**config.mk**
```make
export PLATFORM = sky130hd
export DESIGN_NAME = id_hazard_ctrl_flat
export DESIGN_NICKNAME = d
export VERILOG_FILES = /design/src/rtl/id_hazard_ctrl_pkg.sv /design/src/rtl/id_hazard_ctrl_if.sv /design/src/rtl/id_operand_use.sv /design/src/rtl/id_hazard_ctrl.sv /design/src/flat_wrapper.sv
export SDC_FILE = /design/constraint.sdc
export NUM_CORES = 1
export LEC_CHECK = 0
export CAP_MARGIN = 20
export CORE_MARGIN = 5
export CORE_UTILIZATION = 51
export DETAILED_ROUTE_END_ITERATION = 6
export PLACE_DENSITY = 0.86
export SYNTH_ARGS = -nofsm -noshare
export SYNTH_HDL_FRONTEND = slang
export SYNTH_HIERARCHICAL = 1
export SYNTH_SLANG_ARGS = --single-unit
```
**constraint.sdc**
```tcl
create_clock -name clk_i -period 4.03 [get_ports clk_i]
set_input_delay 1.0075 -clock clk_i [delete_from_list [all_inputs] [get_ports clk_i]]
set_output_delay 1.0075 -clock clk_i [all_outputs]
set_load 0.03 [all_outputs]
```
**src/rtl/id_hazard_ctrl_pkg.sv**
```systemverilog
// id_hazard_ctrl_pkg: shared constants and types for the lagartoII decode-stage sequencer.
// Contents:
//   OP_*      opcode encodings that carry source operands or mark a load
//   *_LSB     bit positions of the rs1/rs2/rd register fields
//   NOP_INSTR addi x0,x0,0, the IF/ID register value while empty after reset
//   state_e   sequencer state, also exported on the debug port
package id_hazard_ctrl_pkg;
    localparam logic [6:0] OP_R    = 7'b0110011;
    localparam logic [6:0] OP_I    = 7'b0010011;
    localparam logic [6:0] OP_L    = 7'b0000011;
    localparam logic [6:0] OP_S    = 7'b0100011;
    localparam logic [6:0] OP_B    = 7'b1100011;
    localparam logic [6:0] OP_JALR = 7'b1100111;

    localparam int RS1_LSB = 15;
    localparam int RS2_LSB = 20;
    localparam int RD_LSB  = 7;

    localparam logic [31:0] NOP_INSTR = 32'h0000_0013;

    typedef enum logic [1:0] {
        ST_RUN    = 2'd0,
        ST_LSTALL = 2'd1,
        ST_FLUSH  = 2'd2
    } state_e;
endpackage

```
**src/rtl/id_hazard_ctrl_if.sv**
```systemverilog
// id_hazard_ctrl_if: fetch / decode / execute handshake bundle around the decode sequencer.
// Signals (directions as seen by the sequencer, i.e. the slave modport):
//   if_valid_i, if_instr_i   fetch offers an instruction
//   if_ready_o               IF/ID can accept; doubles as the PC-advance enable
//   id_instr_o, id_valid_o   IF/ID instruction register and its valid bit
//   ex_ready_i, ex_issue_o   ID/EX may load / ID->EX transfer this cycle
//   branch_taken_i           one-cycle redirect pulse from EX
//   state_o                  sequencer state for debug
interface id_hazard_ctrl_if;
    import id_hazard_ctrl_pkg::*;
    logic        if_valid_i;
    logic [31:0] if_instr_i;
    logic        if_ready_o;
    logic [31:0] id_instr_o;
    logic        id_valid_o;
    logic        ex_ready_i;
    logic        ex_issue_o;
    logic        branch_taken_i;
    state_e      state_o;

    modport master (
        output if_valid_i, if_instr_i, ex_ready_i, branch_taken_i,
        input  if_ready_o, id_instr_o, id_valid_o, ex_issue_o, state_o
    );

    modport slave (
        input  if_valid_i, if_instr_i, ex_ready_i, branch_taken_i,
        output if_ready_o, id_instr_o, id_valid_o, ex_issue_o, state_o
    );
endinterface

```
**src/rtl/id_operand_use.sv**
```systemverilog
// id_operand_use: combinational decode of which source registers an instruction reads.
// Ports:
//   instr_i     in   32  instruction in the IF/ID register
//   uses_rs1_o  out  1   instruction reads rs1
//   uses_rs2_o  out  1   instruction reads rs2
//   is_load_o   out  1   instruction is a load
//   rs1_o/rs2_o/rd_o out 5 raw register fields
module id_operand_use
    import id_hazard_ctrl_pkg::*;
(
    input  logic [31:0] instr_i,
    output logic        uses_rs1_o,
    output logic        uses_rs2_o,
    output logic        is_load_o,
    output logic [4:0]  rs1_o,
    output logic [4:0]  rs2_o,
    output logic [4:0]  rd_o
);
    logic [6:0] op;
    logic       unused_bits;

    assign op         = instr_i[6:0];
    assign uses_rs2_o = op inside {OP_R, OP_S, OP_B};
    assign uses_rs1_o = uses_rs2_o | (op inside {OP_I, OP_L, OP_JALR});
    assign is_load_o  = op == OP_L;
    assign rs1_o      = instr_i[RS1_LSB +: 5];
    assign rs2_o      = instr_i[RS2_LSB +: 5];
    assign rd_o       = instr_i[RD_LSB +: 5];
    // funct3/funct7 play no part in operand usage
    assign unused_bits = ^{instr_i[31:25], instr_i[14:12]};
endmodule

```
**src/rtl/id_hazard_ctrl.sv**
```systemverilog
// id_hazard_ctrl: lagartoII decode-stage sequencer (IF/ID register, load-use stall, branch flush).
// Ports:
//   clk_i    in  1  clock, rising edge
//   rst_ni   in  1  asynchronous active-low reset
//   bus      slave modport of id_hazard_ctrl_if (fetch handshake, IF/ID register,
//            ID/EX issue, branch redirect, debug state)
// Parameters:
//   LOAD_LATENCY    bubbles per load-use hazard (>=1)
//   BRANCH_PENALTY  fetch cycles discarded after a taken branch (>=1)
module id_hazard_ctrl
    import id_hazard_ctrl_pkg::*;
#(
    parameter int LOAD_LATENCY   = 1,
    parameter int BRANCH_PENALTY = 1
) (
    input  logic           clk_i,
    input  logic           rst_ni,
    id_hazard_ctrl_if.slave bus
);
    localparam int MAX_CNT = LOAD_LATENCY > BRANCH_PENALTY ? LOAD_LATENCY : BRANCH_PENALTY;
    localparam int CW      = $clog2(MAX_CNT + 1);
    // The first stall/flush cycle is spent in RUN (stall) or on the branch edge itself,
    // so the counter only has to cover the remaining N-1 cycles.
    localparam logic [CW-1:0] LSTALL_CNT = CW'(LOAD_LATENCY > 1 ? LOAD_LATENCY - 2 : 0);
    localparam logic [CW-1:0] FLUSH_CNT  = CW'(BRANCH_PENALTY > 1 ? BRANCH_PENALTY - 2 : 0);

    state_e          state_q, state_d;
    logic [CW-1:0]   cnt_q, cnt_d;
    logic [31:0]     id_instr_q, id_instr_d;
    logic            id_valid_q, id_valid_d;
    logic [4:0]      ex_rd_q, ex_rd_d;
    logic            ex_load_q, ex_load_d;

    logic            uses_rs1, uses_rs2, is_load;
    logic [4:0]      rs1, rs2, rd;
    logic            hazard, issue, if_ready, capture, branch;

    id_operand_use u_use (
        .instr_i    (id_instr_q),
        .uses_rs1_o (uses_rs1),
        .uses_rs2_o (uses_rs2),
        .is_load_o  (is_load),
        .rs1_o      (rs1),
        .rs2_o      (rs2),
        .rd_o       (rd)
    );

    assign branch   = bus.branch_taken_i;
    assign hazard   = id_valid_q & ex_load_q & (ex_rd_q != 5'd0) &
                      ((uses_rs1 & (rs1 == ex_rd_q)) | (uses_rs2 & (rs2 == ex_rd_q)));
    assign issue    = id_valid_q & bus.ex_ready_i & (state_q == ST_RUN) & ~hazard & ~branch;
    assign if_ready = state_q == ST_RUN ? ~id_valid_q | issue : state_q == ST_FLUSH;
    // In FLUSH the fetch is acknowledged (PC advances) but the instruction is discarded.
    assign capture  = bus.if_valid_i & if_ready & (state_q != ST_FLUSH) & ~branch;

    always_comb begin
        id_instr_d = capture ? bus.if_instr_i : id_instr_q;
        id_valid_d = branch ? 1'b0 : capture ? 1'b1 : issue ? 1'b0 : id_valid_q;
        ex_rd_d    = issue ? rd : ex_rd_q;
        // A bubble entering EX (or the squashed branch shadow) can never be a load.
        ex_load_d  = branch ? 1'b0 : issue ? is_load : bus.ex_ready_i ? 1'b0 : ex_load_q;
        state_d    = state_q;
        cnt_d      = cnt_q;
        if (branch) begin
            state_d = BRANCH_PENALTY > 1 ? ST_FLUSH : ST_RUN;
            cnt_d   = FLUSH_CNT;
        end else if (state_q == ST_RUN) begin
            state_d = hazard && LOAD_LATENCY > 1 ? ST_LSTALL : ST_RUN;
            cnt_d   = hazard && LOAD_LATENCY > 1 ? LSTALL_CNT : cnt_q;
        end else begin
            state_d = cnt_q == '0 ? ST_RUN : state_q;
            cnt_d   = cnt_q == '0 ? '0 : cnt_q - CW'(1);
        end
    end

    always_ff @(posedge clk_i or negedge rst_ni) begin
        if (!rst_ni) begin
            state_q    <= ST_RUN;
            cnt_q      <= '0;
            id_instr_q <= NOP_INSTR;
            id_valid_q <= 1'b0;
            ex_rd_q    <= 5'd0;
            ex_load_q  <= 1'b0;
        end else begin
            state_q    <= state_d;
            cnt_q      <= cnt_d;
            id_instr_q <= id_instr_d;
            id_valid_q <= id_valid_d;
            ex_rd_q    <= ex_rd_d;
            ex_load_q  <= ex_load_d;
        end
    end

    assign bus.if_ready_o = if_ready;
    assign bus.ex_issue_o = issue;
    assign bus.id_instr_o = id_instr_q;
    assign bus.id_valid_o = id_valid_q;
    assign bus.state_o    = state_q;
endmodule

```
**src/flat_wrapper.sv**
```systemverilog
// flat-port wrapper written by rule: the top's interface ports become plain ports
module id_hazard_ctrl_flat import id_hazard_ctrl_pkg::*;
#(
    parameter int LOAD_LATENCY   = 1,
    parameter int BRANCH_PENALTY = 1
)
  (clk_i, rst_ni, bus_if_valid_i, bus_if_instr_i, bus_ex_ready_i, bus_branch_taken_i, bus_if_ready_o, bus_id_instr_o, bus_id_valid_o, bus_ex_issue_o, bus_state_o);
  id_hazard_ctrl_if bus_i ();
  input  logic clk_i;
  input  logic rst_ni;
  input wire logic [$bits(bus_i.if_valid_i)-1:0] bus_if_valid_i;
  input wire logic [$bits(bus_i.if_instr_i)-1:0] bus_if_instr_i;
  input wire logic [$bits(bus_i.ex_ready_i)-1:0] bus_ex_ready_i;
  input wire logic [$bits(bus_i.branch_taken_i)-1:0] bus_branch_taken_i;
  output wire logic [$bits(bus_i.if_ready_o)-1:0] bus_if_ready_o;
  output wire logic [$bits(bus_i.id_instr_o)-1:0] bus_id_instr_o;
  output wire logic [$bits(bus_i.id_valid_o)-1:0] bus_id_valid_o;
  output wire logic [$bits(bus_i.ex_issue_o)-1:0] bus_ex_issue_o;
  output wire logic [$bits(bus_i.state_o)-1:0] bus_state_o;
  assign bus_i.if_valid_i = bus_if_valid_i;
  assign bus_i.if_instr_i = bus_if_instr_i;
  assign bus_i.ex_ready_i = bus_ex_ready_i;
  assign bus_i.branch_taken_i = bus_branch_taken_i;
  assign bus_if_ready_o = bus_i.if_ready_o;
  assign bus_id_instr_o = bus_i.id_instr_o;
  assign bus_id_valid_o = bus_i.id_valid_o;
  assign bus_ex_issue_o = bus_i.ex_issue_o;
  assign bus_state_o = bus_i.state_o;
  id_hazard_ctrl #(.LOAD_LATENCY(LOAD_LATENCY), .BRANCH_PENALTY(BRANCH_PENALTY)) u_core (.clk_i(clk_i), .rst_ni(rst_ni), .bus(bus_i));
endmodule
```
==> out/results.ini, run 1 <==
[synthesis]
synth_mux_area_share_pct = 2.29
synth_top_family_by_area = compound AO/OA/AOI/OAI gates
synth_edf_count = 0
synth-main-ff-cell = dfrtp_1
syn_area_per_cell_um2 = 9.31
synthArstFlopShare_pct = 100
syn_inst = 264
ys_ff_latch = 39
synth_xor_area_share_pct = 3.56
ys_seq_area_share_pct = 39.8
netlist_area_um2 = 2460
ys_types = 35
synth_fa_ha_area_share_pct = 0
yosys_warnings = 6
synth-simple-area-share_pct = 19.4
synth_compound_area_share_pct = 24.5

[sta]
setup_viol = 0
slew_headroom_pct = 42.0
rsz0062_at_grt = false
fin_crit_sh_pct = 96.4
worst_slack_ps = 146
slew_violations = 0
period_minus_slack_ps = 3880
setup_tns_ps = 0
fmax_ghz = 0.257
finalHoldViolCount = 0
worst_slew_pin_slew_ps = 870
skew_ps = 7.99

[die]
die_y_um = 79.4
core_um2 = 4690
start_util_pct = 52.4
fp.dieW_um = 79.4
ioPinCount = 74
die-area_um2 = 6310
rows = 25

[layout]
drive_above_1_share_pct = 12.1
final_cell_mix = clkdlybuf4s50_1 (70), nand2_1 (37), dfrtp_1 (36)
antenna_cells = 0
finalNetCount = 342
filler_cell_count = 396
final_area_um2 = 3120
final_common_cell = clkdlybuf4s50_1
area_growth_pct = 27.0

[worst_setup_path]
crit_cells = 5
critPathKind = register to output pin
cp.required_ps = 3020
cp.arrival_ps = 2880
cpLargestDelayFamily = simple AND/OR/NAND/NOR gates
crit_slowest_cell = clkdlybuf4s50_1
reg2reg_depth = 7
cp_slowest_stage_delay_ps = 690
cp_max_fo = 40
path_buf_inv = 1
path_cells = or3_1 -> o311a_4 -> and2_4 -> o21ai_1 -> clkdlybuf4s50_1
endpoint_kind = output pin
start_kind = register

[routing]
wirelength_mm = 6.97
dr.pass1.iters = 4
initialDrtViolationCount = 216
drc = 0
drtAntennaViolNets = 0
vias = 2322
avgViaCountPerCell = 6.45
wire_per_inst_um = 19.4

[grt]
grt_first_pass_wirelength_mm = 11.3
antenna_found_initial = 0
grt-ovfl-total = 0
grt_pass1_vias = 2234
grt_max_degree = 41
grtUsageTotal_pct = 22.6

[power]
power.leakage_nw = 1.15
cellPowerDensity_nw_per_um2 = 423
peakVddDrop_mv = 0.352
power_mw = 1.32

[clock_network]
cts_tree = built
cts_resized = 0
root_buffer = clkbuf_8
clk_pin_slew_worst_paths_ps = 80
cts.path.max_buffers = 2
postCtsSetupRepairBufs = 0
h-tree-depth = 2
clock_sinks = 39
cts_buffers = 5
hold_buffers = 0
insertion_delay_ps = 290

[hold_path]
worstHoldPathCells = 2
min_path_type = register to register

[flow_run]
max_cap_viol_count = 0

[placed_design]
port_buffers = 71
gp_congestion = 0.788
dpl_worst_slack_ps = 347
dp_hpwl_mm = 4.58
dpl_cell_area_um2 = 3030

[run_status]
status = completed

-- stage by stage --
step           util, %  std cells  hold WS, ps
3_5_place_dp      64.7        352          537
2_1_floorplan        -        265          474
5_1_grt           66.6        360          586
4_1_cts           66.6        360          554
6_report          66.6        360          555
3_3_place_gp      64.7        352          511
-- layer usage --
metal  GRT usage, %  wire (um)
met5              0          0
met1           30.3       2920
met4           7.04         88
met2           35.5       3360
met3           6.21        603
-- cell families (layout without fill, tap and decap cells) --
group,count (synthesis),after routing
buffers and inverters,44,85
XOR/XNOR,10,10
multiplexers,5,5
flip-flops,39,39
AND/OR/NAND/NOR,92,92
other,1,2
AO/OA/AOI/OAI,73,73
-- area by class of cell --
cell class | count | area, um^2 | area share [%]
multi-input cells | 182 | 1240 | 39.7
flip-flops and latches | 39 | 980 | 31.4
repair buffers | 76 | 743 | 23.8
clock buffers | 5 | 68.8 | 2.20
well taps | 54 | 67.6 | 2.16
clock inverters | 3 | 20.0 | 0.641
inverters | 1 | 3.75 | 0.120
-- synth_stat cells, drive strengths merged, types with 5 or more instances --
| cell | number | area (um^2) |
|---|---|---|
| nand2 | 37 | 139 |
| dfrtp | 36 | 901 |
| nand4 | 34 | 213 |
| a22oi | 32 | 240 |
| o211ai | 27 | 243 |
| buf | 26 | 185 |
| clkbuf | 17 | 63.8 |
| xnor2 | 10 | 87.6 |
| nand3 | 6 | 30.0 |
| a21o | 5 | 37.5 |
| mux2 | 5 | 56.3 |
-- path summary, 6_finish.rpt --
check	startpoint	endpoint	slack [ps]
min in group asynchronous	rst_ni	u_core/bus.id_instr_o[8]$_DFFE_PN0P_	820
worst max register to register	u_core/bus.id_instr_o[0]$_DFFE_PN1P_	u_core/bus.id_valid_o$_DFFE_PN0P_	1810
max in group asynchronous	rst_ni	u_core/bus.id_instr_o[2]$_DFFE_PN0P_	2660
worst min-delay path	u_core/ex_load_q$_DFFE_PN0P_	u_core/ex_load_q$_DFFE_PN0P_	550
worst min register to register	u_core/ex_load_q$_DFFE_PN0P_	u_core/ex_load_q$_DFFE_PN0P_	550
worst max-delay path	u_core/ex_rd_q[0]$_DFFE_PN0P_	bus_if_ready_o	150
-- flip-flops by register name, indices dropped and copies added (netlist names) --
register               count
u_core/ex_rd_q             5
u_core/bus.id_instr_o     32
u_core/ex_load_q           1
u_core/bus.id_valid_o      1
-- tightest hold or removal path, stage by stage, from the launching register on --
cell	delay [ps]
dfrtp_1	370
nand2_1	70
o21ai_1	80
-- power breakdown --
part           total [mW]  switching, mW  internal (mW)
sequential          0.566         0.0980          0.468
clock               0.269          0.148          0.121
combinational       0.486          0.254          0.231
total                1.32          0.500          0.820
Power figures use the tool's default switching activity.
==> inputs of run 2 (changes only) <==
PLACE_DENSITY = 0.9   (was 0.86)
==> run 2 against run 1 <==
Effect of this change: sequential share of layout area down 0.19 points; worst hold slack worse by 12 ps; critical path depth unchanged; die area unchanged; final area up 0.60%; routed wire length down 1.4%; cell count up 0.56%; clock skew down 3.8 ps; clock power about the same; clock-buffer cell count up 1; critical path type is now input port to output pin; critical endpoint is now bus_ex_issue_o; highest routed layer unchanged.
==> out/results.ini, run 2 (same netlist as run 1, synthesis figures left out) <==
[run_status]
status = completed

[sta]
worst_slew_pin_slew_ps = 859
fmax_ghz = 0.270
setup_viol = 0
skew_ps = 4.19
period_minus_slack_ps = 3710
slew_headroom_pct = 42.7
rsz0062_at_grt = false
setup_tns_ps = 0
whs_ps = 542
fin_crit_sh_pct = 92.0
finalHoldViolCount = 0
slew_violations = 0

[routing]
wire_per_inst_um = 19.0
wirelength_mm = 6.87
initialDrtViolationCount = 259
vias = 2282
drc = 0
avgViaCountPerCell = 6.30
drtAntennaViolNets = 0
dr.pass1.iters = 4

[layout]
final_cell_mix = clkdlybuf4s50_1 (70), nand2_1 (37), dfrtp_1 (36)
antenna_cells = 0
final_common_cell = clkdlybuf4s50_1
drive_above_1_share_pct = 12.3
finalNetCount = 344
largest_register_ffs = 32
area_growth_pct = 27.8

[hold_path]
min_path_type = register to register

[die]
ioPinCount = 74
die_y_um = 79.4
die-area_um2 = 6310
rows = 25
start_util_pct = 52.4
fp.dieW_um = 79.4
core_um2 = 4690

[worst_setup_path]
cp.arrival_ps = 2700
cp.required_ps = 3020
critPathKind = input port to output pin
endpoint_kind = output pin
cp_max_fo = 6
start_kind = input port

[clock_network]
h-tree-depth = 2
postCtsSetupRepairBufs = 0
hold_buffers = 0
insertion_delay_ps = 300
cts.path.max_buffers = 2
clk_pin_slew_worst_paths_ps = 80
clock_sinks = 39
root_buffer = clkbuf_8
cts_resized = 0
cts_buffers = 5
cts_tree = built

[power]
power.leakage_nw = 1.16
cellPowerDensity_nw_per_um2 = 420
peakVddDrop_mv = 0.357

[grt]
grtUsageTotal_pct = 21.9
grt_pass1_vias = 2240
antenna_found_initial = 0
grt-ovfl-total = 0
grt_first_pass_wirelength_mm = 11.0
grt_max_degree = 41

[flow_run]
max_cap_viol_count = 0

[placed_design]
port_buffers = 71
gp_congestion = 0.831
dp_hpwl_mm = 4.54

## run 2: routing by layer
metal  global-route usage, %  part of all wire, %  up-vias  wire, um
met4                    6.36                 0.96        0        66
met3                    5.19                  7.0        9       479
met1                    29.2                   42     1118      2890
met2                    35.4                   50       90      3430
met5                       0                    0        -         0
li1                        -                    -     1065         -
## run 2: critical path: stages
cell	delay (ps)
clkdlybuf4s50_1	460
nor2_1	150
nand2_1	130
a21oi_4	240
clkdlybuf4s50_1	720
## run 2: final timing paths
kind,from,to,slack (ps),cells after the start
worst max register to register,u_core/bus.id_instr_o[0]$_DFFE_PN1P_,u_core/bus.id_instr_o[24]$_DFFE_PN0P_,1720,8
worst min-delay path,u_core/ex_load_q$_DFFE_PN0P_,u_core/ex_load_q$_DFFE_PN0P_,540,2
worst min register to register,u_core/ex_load_q$_DFFE_PN0P_,u_core/ex_load_q$_DFFE_PN0P_,540,2
max in group asynchronous,rst_ni,u_core/bus.id_instr_o[30]$_DFFE_PN0P_,2670,1
min in group asynchronous,rst_ni,u_core/bus.id_instr_o[8]$_DFFE_PN0P_,810,1
worst max-delay path,bus_branch_taken_i,bus_ex_issue_o,320,5
## run 2: through the flow
step | std cells | worst slack [ps] | cell area (um^2) | util [%] | total power [mW]
2_1_floorplan | 265 | 977 | 2460 | - | 0.869
3_3_place_gp | 354 | 388 | 3060 | 65.1 | 1.04
3_5_place_dp | 354 | 332 | 3060 | 65.1 | 1.05
4_1_cts | 362 | 328 | 3140 | 67.0 | 1.32
5_1_grt | 362 | 213 | 3140 | 67.0 | 1.38
6_report | 362 | 321 | 3140 | 67.0 | 1.32
## run 2: final cells by class
class / count / area, um^2
multi-input combinational: 182 / 1250
clock inverter: 2 / 12.5
clock buffer: 6 / 72.6
tap: 54 / 67.6
timing repair buffer: 78 / 758
fill: 375 / 1550
sequential: 39 / 980
inverter: 1 / 3.75
## run 2: report_power, final
group          internal [mW]  switching, mW
logic                  0.232          0.254
registers              0.468         0.0973
clock network          0.121          0.146
total                  0.821          0.497
==> inputs of run 3 (changes only) <==
CORE_UTILIZATION = 48   (was 51)
PLACE_DENSITY = 0.85   (was 0.9)
==> run 3 against run 2 <==
Effect of this change: first-iteration DRC count down 27%; sequential power hardly changed; worst setup slack lost 13 ps; final area grew 0.52%; critical path depth is the same.
==> out/results.ini, run 3 (same netlist as run 1, synthesis figures left out) <==
[run_status]
status = completed

[clock_network]
hold_buffers = 0
clk_pin_slew_worst_paths_ps = 70
cts.path.max_buffers = 2
h-tree-depth = 2
clock_sinks = 39
insertion_delay_ps = 300
postCtsSetupRepairBufs = 0
cts_tree = built
root_buffer = clkbuf_8
cts_resized = 0
cts_buffers = 5

[placed_design]
dp_cells = 371
dp_hpwl_mm = 4.80
gp_congestion = 0.855
port_buffers = 71
dpl_cell_area_um2 = 3080
dpl_worst_slack_ps = 315

[die]
fp.dieW_um = 81.6
die_y_um = 81.6
ioPinCount = 74
core_um2 = 5040
die-area_um2 = 6650
rows = 26
start_util_pct = 48.8

[sta]
whs_ps = 554
finalHoldViolCount = 0
period_minus_slack_ps = 3720
worst_slew_pin_slew_ps = 899
skew_ps = 4.02
slew_violations = 0
setup_tns_ps = 0
setup_viol = 0
fin_crit_sh_pct = 92.3
slew_headroom_pct = 40.1
fmax_ghz = 0.269
worst_slack_ps = 309
rsz0062_at_grt = false

[worst_setup_path]
r2r_start = u_core/ex_rd_q[0]$_DFFE_PN0P_
path_cells = clkdlybuf4s50_1 -> nor2_1 -> nand2_1 -> a21oi_4 -> clkdlybuf4s50_1
cp_max_fo = 6
cp.required_ps = 3020
critPathMostFrequentCell = clkdlybuf4s50_1
cpLargestDelayFamily = buffers and inverters
crit_start = bus_branch_taken_i
critPathCapture = bus_ex_issue_o
endpoint_kind = output pin
crit_cells = 5
cp.arrival_ps = 2710
critPathKind = input port to output pin
crit_slowest_cell = clkdlybuf4s50_1
reg2reg_depth = 5
start_kind = input port
path_buf_inv = 2
r2r-end = u_core/bus.id_instr_o[25]$_DFFE_PN0P_
regToRegSetupSlack_ps = 1850
cp_slowest_stage_delay_ps = 720

[layout]
instances_no_fill = 379
largest_register_ffs = 32
utilization_pct = 62.6
area_growth_pct = 28.4
drive_above_1_share_pct = 12.3
antenna_cells = 0
final_common_cell = clkdlybuf4s50_1
filler_cell_count = 426
final_area_um2 = 3160
final_cell_mix = clkdlybuf4s50_1 (70), nand2_1 (37), dfrtp_1 (36)
finalNetCount = 345

[grt]
grt_max_degree = 41
grt_pass1_vias = 2280
grt-ovfl-total = 0
grtUsageTotal_pct = 21.4
antenna_found_initial = 0
grt_first_pass_wirelength_mm = 11.2

[routing]
drtAntennaViolNets = 0
avgViaCountPerCell = 6.03
wirelength_mm = 7.06
drc = 0
dr.pass1.iters = 4
wire_per_inst_um = 18.6
vias = 2287
initialDrtViolationCount = 189

[flow_run]
max_cap_viol_count = 0

[power]
peakVddDrop_mv = 0.279
power.leakage_nw = 1.17
cellPowerDensity_nw_per_um2 = 414
power_mw = 1.31

[hold_path]
min_path_type = register to register

-- run 3: cell count changes in the layout (fill, tap and decap cells not counted) --
cell        change
buf_4           +1
clkbuf_1        +1
o22ai_4         -1
o22ai_2         +1
clkinvlp_4      -1
-- run 3: worst min path at each step --
stage                                          start                               endpoint  slack (ps)  cells past startpoint
2_1_floorplan           u_core/ex_load_q$_DFFE_PN0P_           u_core/ex_load_q$_DFFE_PN0P_         470                      2
3_3_place_gp            u_core/ex_load_q$_DFFE_PN0P_           u_core/ex_load_q$_DFFE_PN0P_         510                      2
3_5_place_dp   u_core/bus.id_instr_o[31]$_DFFE_PN0P_  u_core/bus.id_instr_o[31]$_DFFE_PN0P_         550                      2
4_1_cts         u_core/bus.id_instr_o[0]$_DFFE_PN1P_   u_core/bus.id_instr_o[0]$_DFFE_PN1P_         560                      2
5_1_grt        u_core/bus.id_instr_o[31]$_DFFE_PN0P_  u_core/bus.id_instr_o[31]$_DFFE_PN0P_         600                      2
6_report       u_core/bus.id_instr_o[30]$_DFFE_PN0P_  u_core/bus.id_instr_o[30]$_DFFE_PN0P_         550                      2
-- run 3: power breakdown --
group | internal [mW] | leakage (nW) | switching, mW | total (mW)
Combinational | 0.233 | 0.665 | 0.255 | 0.488
Clock | 0.121 | 0.0422 | 0.136 | 0.258
Sequential | 0.468 | 0.463 | 0.0939 | 0.562
-- run 3: tightest hold or removal path: cells and delay by family, from the launching register on --
kind | cells | cell delay (ps)
flip-flops | 1 | 370
AO/OA/AOI/OAI | 2 | 150
-- run 3: cell type report --
cell class	instances	area, um^2	share of cell area, %
multi-input cells	182	1240	39.3
flip-flops and latches	39	980	31.0
repair buffers	79	766	24.2
well taps	70	87.6	2.77
clock buffers	7	76.3	2.42
clock inverters	1	5.00	0.158
inverters	1	3.75	0.119
-- run 3: routing by layer --
layer / vias to the layer above / part of all wire (%) / global-route usage, %
li1: 1062 / - / -
met2: 85 / 50 / 35.4
met1: 1128 / 41 / 27.9
met3: 12 / 7.4 / 5.59
met5: - / 0 / 0
met4: 0 / 1.3 / 5.48
